**config.mk**
```make
export PLATFORM = sky130hd
export DESIGN_NAME = exc_ctrl
export DESIGN_NICKNAME = d
export VERILOG_FILES = /design/src/rtl/exc_ctrl_pkg.sv /design/src/rtl/exc_prio_enc.sv /design/src/rtl/exc_ctrl.sv
export SDC_FILE = /design/constraint.sdc
export NUM_CORES = 1
export LEC_CHECK = 0
export ABC_CLOCK_PERIOD_IN_PS = 3000
export CORE_MARGIN = 2
export CORE_UTILIZATION = 30
export CTS_BUF_LIST = sky130_fd_sc_hd__clkbuf_16
export DETAILED_ROUTE_END_ITERATION = 10
export GPL_ROUTABILITY_DRIVEN = 0
export GPL_TIMING_DRIVEN = 0
export PLACE_DENSITY = 0.75
export SLEW_MARGIN = 40
export SYNTH_ARGS = -nofsm -noshare
export SYNTH_HDL_FRONTEND = slang
export SYNTH_SLANG_ARGS = --single-unit
```
**constraint.sdc**
```tcl
create_clock -name clk -period 3 [get_ports clk]
set_clock_uncertainty 0.15 [all_clocks]
set_input_delay 0.45 -clock clk [delete_from_list [all_inputs] [get_ports clk]]
set_output_delay 0.45 -clock clk [all_outputs]
set_load 0.005 [all_outputs]
```
**src/rtl/exc_ctrl_pkg.sv**
```systemverilog
// Shared definitions for the exception controller: CP0 exception codes,
// controller state encoding, priority-encoder flag bundle and helpers.
package exc_ctrl_pkg;

    // CP0 ExcCode values (mirror the defines2.vh encoding used by CP0)
    localparam logic [4:0] EXC_INT  = 5'h00;
    localparam logic [4:0] EXC_ADEL = 5'h04;
    localparam logic [4:0] EXC_ADES = 5'h05;
    localparam logic [4:0] EXC_SYS  = 5'h08;
    localparam logic [4:0] EXC_BP   = 5'h09;
    localparam logic [4:0] EXC_RI   = 5'h0A;
    localparam logic [4:0] EXC_OV   = 5'h0C;
    localparam logic [4:0] EXC_ERET = 5'h0E;

    // "No event" code: falls into CP0's default branch and is ignored
    localparam logic [4:0]  EXC_NONE_CODE   = 5'h1F;
    // Exception entry PC
    localparam logic [31:0] EXC_VECTOR_ADDR = 32'hBFC0_0380;

    // Controller states
    typedef enum logic [1:0] {
        ST_IDLE  = 2'd0,
        ST_HOLD  = 2'd1,
        ST_REDIR = 2'd2
    } exc_state_t;

    // Source of the bad virtual address reported to CP0
    typedef enum logic [1:0] {
        BAD_ZERO  = 2'd0,
        BAD_PC    = 2'd1,
        BAD_DADDR = 2'd2
    } bad_sel_t;

    // Per-instruction exception flags from the memory stage
    typedef struct packed {
        logic adel_if;
        logic ri;
        logic sys;
        logic bp;
        logic ov;
        logic adel_ld;
        logic ades;
        logic eret;
    } exc_flags_t;

    // Interrupt pending: IE set, EXL clear, and some unmasked IP bit set
    function automatic logic int_pending(input logic       ie,
                                         input logic       exl,
                                         input logic [7:0] im,
                                         input logic [7:0] ip);
        return ie & ~exl & (|(im & ip));
    endfunction

endpackage

```
**src/rtl/exc_prio_enc.sv**
```systemverilog
// Fixed-priority encoder: picks the single highest-priority event among the
// pending interrupt and the instruction's exception flags.
module exc_prio_enc
    import exc_ctrl_pkg::*;
(
    input  exc_flags_t  flags,
    input  logic        int_pend,
    output logic        valid,
    output logic [4:0]  code,
    output bad_sel_t    badaddr_sel
);

    // Priority chain, highest first; lower-priority flags are simply dropped
    always_comb begin
        // NOTE: every output gets a default first so no path leaves a latch.
        valid       = 1'b1;
        code        = EXC_NONE_CODE;
        badaddr_sel = BAD_ZERO;
        if (int_pend) begin
            code = EXC_INT;
        end else if (flags.adel_if) begin
            code        = EXC_ADEL;
            badaddr_sel = BAD_PC;
        end else if (flags.ri) begin
            code = EXC_RI;
        end else if (flags.sys) begin
            code = EXC_SYS;
        end else if (flags.bp) begin
            code = EXC_BP;
        end else if (flags.ov) begin
            code = EXC_OV;
        end else if (flags.adel_ld) begin
            code        = EXC_ADEL;
            badaddr_sel = BAD_DADDR;
        end else if (flags.ades) begin
            code        = EXC_ADES;
            badaddr_sel = BAD_DADDR;
        end else if (flags.eret) begin
            code = EXC_ERET;
        end else begin
            valid = 1'b0;
        end
    end

endmodule

```
**src/rtl/exc_ctrl.sv**
```systemverilog
// Exception/interrupt controller between the memory stage and CP0. Captures
// one event per instruction, holds it for CP0, then flushes and redirects.
module exc_ctrl
    import exc_ctrl_pkg::*;
#(
    parameter logic [31:0] EXC_VECTOR = EXC_VECTOR_ADDR,
    parameter logic [4:0]  EXC_NONE   = EXC_NONE_CODE
)(
    input  logic        clk,
    input  logic        rst,
    input  logic        stall_in,
    input  logic        m_valid,
    input  logic [31:0] m_pc,
    input  logic        m_in_ds,
    input  logic [31:0] m_daddr,
    input  logic        m_adel_if,
    input  logic        m_ri,
    input  logic        m_sys,
    input  logic        m_bp,
    input  logic        m_ov,
    input  logic        m_adel_ld,
    input  logic        m_ades,
    input  logic        m_eret,
    input  logic [31:0] cp0_status,
    input  logic [31:0] cp0_cause,
    input  logic [31:0] cp0_epc,
    input  logic        cp0_except_deal,
    output logic [4:0]  cp0_exccode,
    output logic [31:0] cp0_badaddr,
    output logic        cp0_delayslot,
    output logic [31:0] cp0_pc,
    output logic        stall_out,
    output logic        flush,
    output logic        redirect_valid,
    output logic [31:0] redirect_pc
);

    exc_state_t  state, state_next;
    exc_flags_t  flags;
    logic        int_pend;
    logic        enc_valid;
    logic [4:0]  enc_code;
    bad_sel_t    enc_sel;
    logic [31:0] bad_next;
    logic [4:0]  code_q;
    logic        event_req;
    logic        unused_bits;

    // Only IE, EXL, IM and IP take part in the interrupt decision
    assign unused_bits = ^{cp0_status[31:16], cp0_status[7:2],
                           cp0_cause[31:16], cp0_cause[7:0]};

    assign int_pend = int_pending(cp0_status[0], cp0_status[1],
                                  cp0_status[15:8], cp0_cause[15:8]);

    assign flags = '{adel_if: m_adel_if, ri: m_ri, sys: m_sys, bp: m_bp,
                     ov: m_ov, adel_ld: m_adel_ld, ades: m_ades, eret: m_eret};

    exc_prio_enc u_prio (
        .flags       (flags),
        .int_pend    (int_pend),
        .valid       (enc_valid),
        .code        (enc_code),
        .badaddr_sel (enc_sel)
    );

    // An interrupt needs a valid instruction to carry EPC, so m_valid gates all
    assign event_req = m_valid & ~stall_in & enc_valid;

    // Bad virtual address source selected by the winning event
    always_comb begin
        case (enc_sel)
            BAD_PC:    bad_next = m_pc;
            BAD_DADDR: bad_next = m_daddr;
            default:   bad_next = 32'h0;
        endcase
    end

    // State register
    always_ff @(posedge clk or posedge rst) begin
        // NOTE: sequential state uses non-blocking assignments only.
        if (rst) state <= ST_IDLE;
        else     state <= state_next;
    end

    // Next-state logic: capture in IDLE, wait for CP0 in HOLD, one REDIR cycle
    always_comb begin
        state_next = state;
        case (state)
            ST_IDLE:  if (event_req)       state_next = ST_HOLD;
            ST_HOLD:  if (cp0_except_deal) state_next = ST_REDIR;
            ST_REDIR: state_next = ST_IDLE;
            default:  state_next = ST_IDLE;
        endcase
    end

    // Output decode: CP0 sees a real code only while HOLD keeps it stable
    always_comb begin
        stall_out      = 1'b0;
        flush          = 1'b0;
        redirect_valid = 1'b0;
        cp0_exccode    = EXC_NONE;
        case (state)
            ST_HOLD: begin
                stall_out   = 1'b1;
                cp0_exccode = code_q;
            end
            ST_REDIR: begin
                flush          = 1'b1;
                redirect_valid = 1'b1;
            end
            default: ;
        endcase
    end

    // Event payload captured on IDLE->HOLD; redirect target on HOLD->REDIR
    always_ff @(posedge clk or posedge rst) begin
        if (rst) begin
            code_q        <= EXC_NONE;
            cp0_badaddr   <= 32'h0;
            cp0_delayslot <= 1'b0;
            cp0_pc        <= 32'h0;
            redirect_pc   <= 32'h0;
        end else begin
            if (state == ST_IDLE && event_req) begin
                code_q        <= enc_code;
                cp0_badaddr   <= bad_next;
                cp0_delayslot <= m_in_ds;
                cp0_pc        <= m_pc;
            end
            // EPC is sampled live at this edge, after CP0 has settled
            if (state == ST_HOLD && cp0_except_deal) begin
                redirect_pc <= (code_q == EXC_ERET) ? cp0_epc : EXC_VECTOR;
            end
        end
    end

endmodule

```
### Word level (Yosys, flattened, before mapping)

Cells that the tools add are included.

| word-level totals | value |
|---|---|
| output and inout bits | 105 |
| bits in registers | 104 |
| input port bits | 174 |

| cells by class | value |
|---|---|
| mux-type cells | 34 |
| equality and inequality tests | 7 |
| reductions and logical operators | 5 |
| bitwise gates (word level) | 7 |

Operators with widths:

| cell | number |
|---|---|
| $pmux 32 s2 | 1 |
| $mux 5 | 10 |
| $mux 32 | 1 |
| $mux 2 | 10 |
| $mux 1 | 11 |
| $and 8x8->8 | 1 |
| $reduce_or 8->1 | 1 |
| $eq 5x4->1 const B | 1 |
| $and 1x1->1 | 4 |
| $eq 2x1->1 const B | 2 |
| $eq 2x2->1 const B | 2 |
| $ne 2x2->1 const B | 2 |
| $pmux 2 s2 | 1 |
| $logic_and 1x1->1 | 2 |
| $logic_not 2->1 | 1 |
| $not 1->1 | 2 |
| $reduce_and 2->1 | 1 |

### Longest topological paths before layout

| depth | value |
|---|---|
| word-level depth | 12 |
| mapped depth | 9 |
| mapped depth without buffers | 8 |

### Modules after synthesis

A second synthesis with hierarchy kept.

| unflattened totals | value |
|---|---|
| cells, all modules | 408 |
| area total of the unflattened synthesis | 4652.0 µm² |

Modules (own cells, without submodules):

| module | instances | area each (µm²) | cells an instance |
|---|---|---|---|
| exc_ctrl | 1 | 4543.1 | 388 |
| exc_prio_enc | 1 | 108.9 | 20 |

### Least setup slack after synthesis

No wires, ideal clock.

| timing | value |
|---|---|
| kind | in2reg |
| start | in m_ov |
| end | reg cp0_badaddr[10] |
| cell stages on the path | 7 |
| buffers on the path | 1 |
| required time | 2.725 ns |
| path slack | 0.309 ns |
| data arrival time | 2.416 ns |
| path through | or4_4 > or4_1 > ha_1 > clkbuf_1 > a22oi_1 > nor2_1 > mux2_2 |

| between the ends | value |
|---|---|
| cells in the longest elaborated chain, start to end | 8 |

RTL lines:

| element | RTL line | source |
|---|---|---|
| start: declaration | exc_ctrl.sv:20 | `input logic m_ov,` |
| $mux 2 / $mux 1 (equally long branches) | exc_prio_enc.sv:30 | `end else if (flags.ov) begin` |
| $mux 2 / $mux 1 (equally long branches) | exc_prio_enc.sv:28 | `end else if (flags.bp) begin` |
| $mux 2 / $mux 1 (equally long branches) | exc_prio_enc.sv:26 | `end else if (flags.sys) begin` |
| $mux 2 / $mux 1 (equally long branches) | exc_prio_enc.sv:24 | `end else if (flags.ri) begin` |
| $mux 2 / $mux 1 (equally long branches) | exc_prio_enc.sv:21 | `end else if (flags.adel_if) begin` |
| $mux 2 / $mux 1 (equally long branches) | exc_prio_enc.sv:19 | `if (int_pend) begin` |
| $eq 2x2->1, or another cell as far along | exc_ctrl.sv:72 | `case (enc_sel)` |
| $pmux 32 s2 / $logic_and 1x1->1 (equally long branches) | exc_ctrl.sv:72, exc_ctrl.sv:125 |  |
| end signal: assignment | exc_ctrl.sv:127 | `cp0_badaddr <= bad_next;` |
| end: declaration | exc_ctrl.sv:29 | `output logic [31:0] cp0_badaddr,` |

Several ways; a longest one is shown, not always the timed one.
A chain may end at the register's enable or synchronous reset.

### Worst setup path in the final report

| timing | value |
|---|---|
| start | in m_bp |
| end | reg cp0_badaddr[11] |

| between the ends | value |
|---|---|
| cells in the longest elaborated chain, start to end | 7 |

RTL lines:

| element | RTL line | source |
|---|---|---|
| start: declaration | exc_ctrl.sv:19 | `input logic m_bp,` |
| $mux 2 / $mux 1 (equally long branches) | exc_prio_enc.sv:28 |  |
| $mux 2 / $mux 1 (equally long branches) | exc_prio_enc.sv:26 |  |
| $mux 2 / $mux 1 (equally long branches) | exc_prio_enc.sv:24 |  |
| $mux 2 / $mux 1 (equally long branches) | exc_prio_enc.sv:21 |  |
| $mux 2 / $mux 1 (equally long branches) | exc_prio_enc.sv:19 |  |
| $eq 2x2->1, or another cell as far along | exc_ctrl.sv:72 |  |
| $pmux 32 s2 / $logic_and 1x1->1 (equally long branches) | exc_ctrl.sv:72, exc_ctrl.sv:125 |  |

Several ways; a longest one is shown, not always the timed one.

==> load_flow_metrics.sql <==
INSERT INTO impl_metrics (metric_group, metric, value, unit) VALUES
('final_layout', 'multiInputGateArea', '1760', 'µm²'),
('placement', 'placed_cells_incl_taps', '763', ''),
('clock_tree', 'cts_root_buffer', 'sky130_fd_sc_hd__clkbuf_16', ''),
('clock_tree', 'clkTransAtPathRegs', '0.07', 'ns'),
('global_routing', 'globalRouteMet2Util', '29.9', '%'),
('route', 'post_drt_via_cell_ratio', '4.91', ''),
('floorplanning', 'die_w', '126', 'µm'),
('route', 'post-route-drc-count', '0', ''),
('sta', 'postLayoutSetupSlackWorst', '0.107', 'ns'),
('pwr', 'power_per_cell_area', '549', 'nW/µm²'),
('synth', 'synth_compound_area_share', '14.6', '%'),
('global_routing', 'global_route.usage.met3', '5.65', '%'),
('synth', 'netlist_area', '4470', 'µm²'),
('synth', 'simple_logic_cell_fraction_of_the_synthesized_area', '6.83', '%'),
('route', 'route.vias.total', '3817', ''),
('synth', 'synth_fp_nets', '519', ''),
('global_routing', 'grtUsageMet1', '19.8', '%'),
('sta', 'fin_tns_setup', '0', 'ns'),
('sta', 'max_freq', '346', 'MHz'),
('synth', 'synth.lib_cells_used.distinct', '34', ''),
('worst_setup_path', 'timing.setup.critical_path_class', 'in -> reg', ''),
('worst_setup_path', 'timing.critical_path.cells', 'clkdlybuf4s50_1 > or4_4 > or4_4 > ha_4 > clkbuf_4 > a22oi_1 > nor2_1 > mux2_2', ''),
('synth', 'netlist.area_leader.share', '55.4', '%'),
('sta', 'final_worst_path_cycle_share', '96.4', '%'),
('placement', 'dp_hpwl', '10.6', 'mm'),
('worst_setup_path', 'critical_path.top_delay_family', 'simple AND/OR/NAND/NOR gates', ''),
('pwr', 'total_leakage_power', '3.12', 'nW'),
('worst_setup_path', 'cpPeakStageDelay', '0.57', 'ns'),
('synth', 'synth_seq_area_share', '58.4', '%'),
('synth', 'asyncSetResetFlopFracSynth', '100', '%'),
('sta', 'final.min_clock_period', '2.89', 'ns'),
('sta', 'whs', '0.326', 'ns'),
('synth', 'number_of_enable_flip_flop_cells_after_synthesis', '0', ''),
('synth', 'yosys_most_used_dff', 'sky130_fd_sc_hd__dfrtp_1', ''),
('clock_tree', 'cts_max_path_buffers', '2', ''),
('final_layout', 'layout.filler_cells', '1287', ''),
('worst_setup_path', 'worst_ep_arrival_time', '2.97', 'ns'),
('synth', 'yosys_register_bits', '104', ''),
('worst_setup_path', 'crit_path_max_delay_cell_type', 'sky130_fd_sc_hd__or4_4', ''),
('final_layout', 'ff_latch_area', '2610', 'µm²'),
('route', 'ant_nets', '0', ''),
('route', 'drtIter0Drc', '108', ''),
('synth', 'synth_top_family_by_area', 'multiplexers', ''),
('worst_setup_path', 'crit_path_max_fanout', '10', ''),
('placement', 'pre_cts_ws', '-0.674', 'ns'),
('route', 'routedWlPerCell', '17.5', 'µm'),
('clock_tree', 'clkLatencyLatePin', '0.34', 'ns'),
('final_layout', 'finish.instance_area', '7510', 'µm²'),
('synth', 'synthDominantAreaCellType', 'sky130_fd_sc_hd__dfrtp_1', ''),
('placement', 'io_buffers', '232', ''),
('clock_tree', 'tritoncts', 'built', ''),
('worst_setup_path', 'cpMostUsedCell', 'sky130_fd_sc_hd__or4_4', ''),
('floorplanning', 'dieArea', '15900', 'µm²'),
('synth', 'synth_area_leaders', 'sky130_fd_sc_hd__dfrtp_1, sky130_fd_sc_hd__mux2_2, sky130_fd_sc_hd__a22oi_1', ''),
('synth', 'synth_xor_xnor_area_share', '0', '%'),
('floorplanning', 'initial_core_util', '30.8', '%'),
('sta', 'finalHoldViolCount', '0', ''),
('worst_setup_path', 'worst-path-buf-inv', '2', ''),
('floorplanning', 'core_area', '14500', 'µm²'),
('run', 'max_cap_viol_count', '0', ''),
('floorplanning', 'die_height', '126', 'µm'),
('global_routing', 'grt.total_usage', '17.1', '%'),
('sta', 'finalMaxSlewViolations', '0', ''),
('placement', 'placedInstanceArea', '7140', 'µm²'),
('global_routing', 'gr-max-usage-layer', 'met2', ''),
('final_layout', 'final-instance-count-excl-fill', '778', ''),
('global_routing', 'grt_start_max_net_pins', '26', ''),
('synth', 'syn-instance-count', '343', ''),
('global_routing', 'number_of_antenna_violations_at_the_first_check_in_global_routing', '0', ''),
('route', 'first_pass_iters', '4', ''),
('status', 'outcome', 'finished clean', '');
## worst reg2reg max path: stages, from the launching register on
cell	delay, ns
sky130_fd_sc_hd__dfrtp_1	0.42
sky130_fd_sc_hd__nor2b_1	0.11
sky130_fd_sc_hd__buf_2	0.20
sky130_fd_sc_hd__nand2_1	0.15
sky130_fd_sc_hd__or4_1	0.56
sky130_fd_sc_hd__clkbuf_1	0.26
sky130_fd_sc_hd__o22a_1	0.24
## cell families after synthesis
group,count (synthesis)
mux,65
flops,104
fa+ha+maj,2
buf+inv,29
simple gates,62
compound gates,81
## flip-flops by register name (all words and copies together), names as in the netlist
name / count
code_q: 5
redirect_pc: 32
state: 2
cp0_badaddr: 32
cp0_delayslot: 1
cp0_pc: 32
## what timing repair did
| item | in CTS | in global routing |
|---|---|---|
| hold buffers | 0 | 0 |
| endpoints found under the setup margin | 32 | 32 |
| buffers inserted | 0 | 0 |
| endpoints found under the hold margin | 0 | 0 |
| resized for setup | 14 | 9 |
| pin swaps | 1 | 1 |
## final cells by class
| type | instances | share of cell area, % |
|---|---|---|
| multi-input combinational | 210 | 23.4 |
| clock inverter | 6 | 1.13 |
| clock buffer | 9 | 3.00 |
| buffer | 24 | 2.03 |
| sequential | 104 | 34.7 |
| timing repair buffer | 236 | 32.4 |
| tap | 184 | 3.06 |
| inverter | 5 | 0.300 |
## cell usage after synthesis (4+ instances only)
| cell | instances |
|---|---|
| sky130_fd_sc_hd__a21oi_1 | 4 |
| sky130_fd_sc_hd__a22o_1 | 20 |
| sky130_fd_sc_hd__a22oi_1 | 36 |
| sky130_fd_sc_hd__buf_4 | 6 |
| sky130_fd_sc_hd__clkbuf_1 | 15 |
| sky130_fd_sc_hd__dfrtp_1 | 99 |
| sky130_fd_sc_hd__dfstp_2 | 5 |
| sky130_fd_sc_hd__inv_1 | 5 |
| sky130_fd_sc_hd__mux2_1 | 6 |
| sky130_fd_sc_hd__mux2_2 | 59 |
| sky130_fd_sc_hd__nand2b_1 | 7 |
| sky130_fd_sc_hd__nor2_1 | 37 |
| sky130_fd_sc_hd__o22a_1 | 12 |
## routing by layer
metal  vias to the layer above  share of wire, %  wire [µm]
met3                        17               8.3       1120
met1                      1871                40       5410
met2                       173                50       6830
met5                         -                 0          0
li1                       1756                 -          -
met4                         0               1.7        231
## final timing paths
kind,endpoint,from,depth (start not counted),slack [ns]
hold reg to reg,cp0_pc[1]$_DFFE_PP0P_,cp0_pc[1]$_DFFE_PP0P_,1,0.34
hold / removal,redirect_pc[7]$_DFFE_PP0P_,rst,2,0.33
max in group asynchronous,cp0_badaddr[29]$_DFFE_PP0P_,rst,5,1.52
setup reg to reg,redirect_pc[26]$_DFFE_PP0P_,state[1]$_DFFE_PP0P_,6,0.81
min in group clk,cp0_pc[1]$_DFFE_PP0P_,cp0_pc[1]$_DFFE_PP0P_,1,0.34
setup / recovery,cp0_badaddr[11]$_DFFE_PP0P_,m_bp,8,0.11
## power by group
part / switching, mW / leakage [nW] / internal, mW / total [mW]
registers: 0.127 / 1.29 / 1.64 / 1.76
logic: 0.365 / 1.68 / 0.764 / 1.13
clock network: 0.509 / 0.149 / 0.724 / 1.23
No activity file was read; power rests on OpenSTA's default activity.
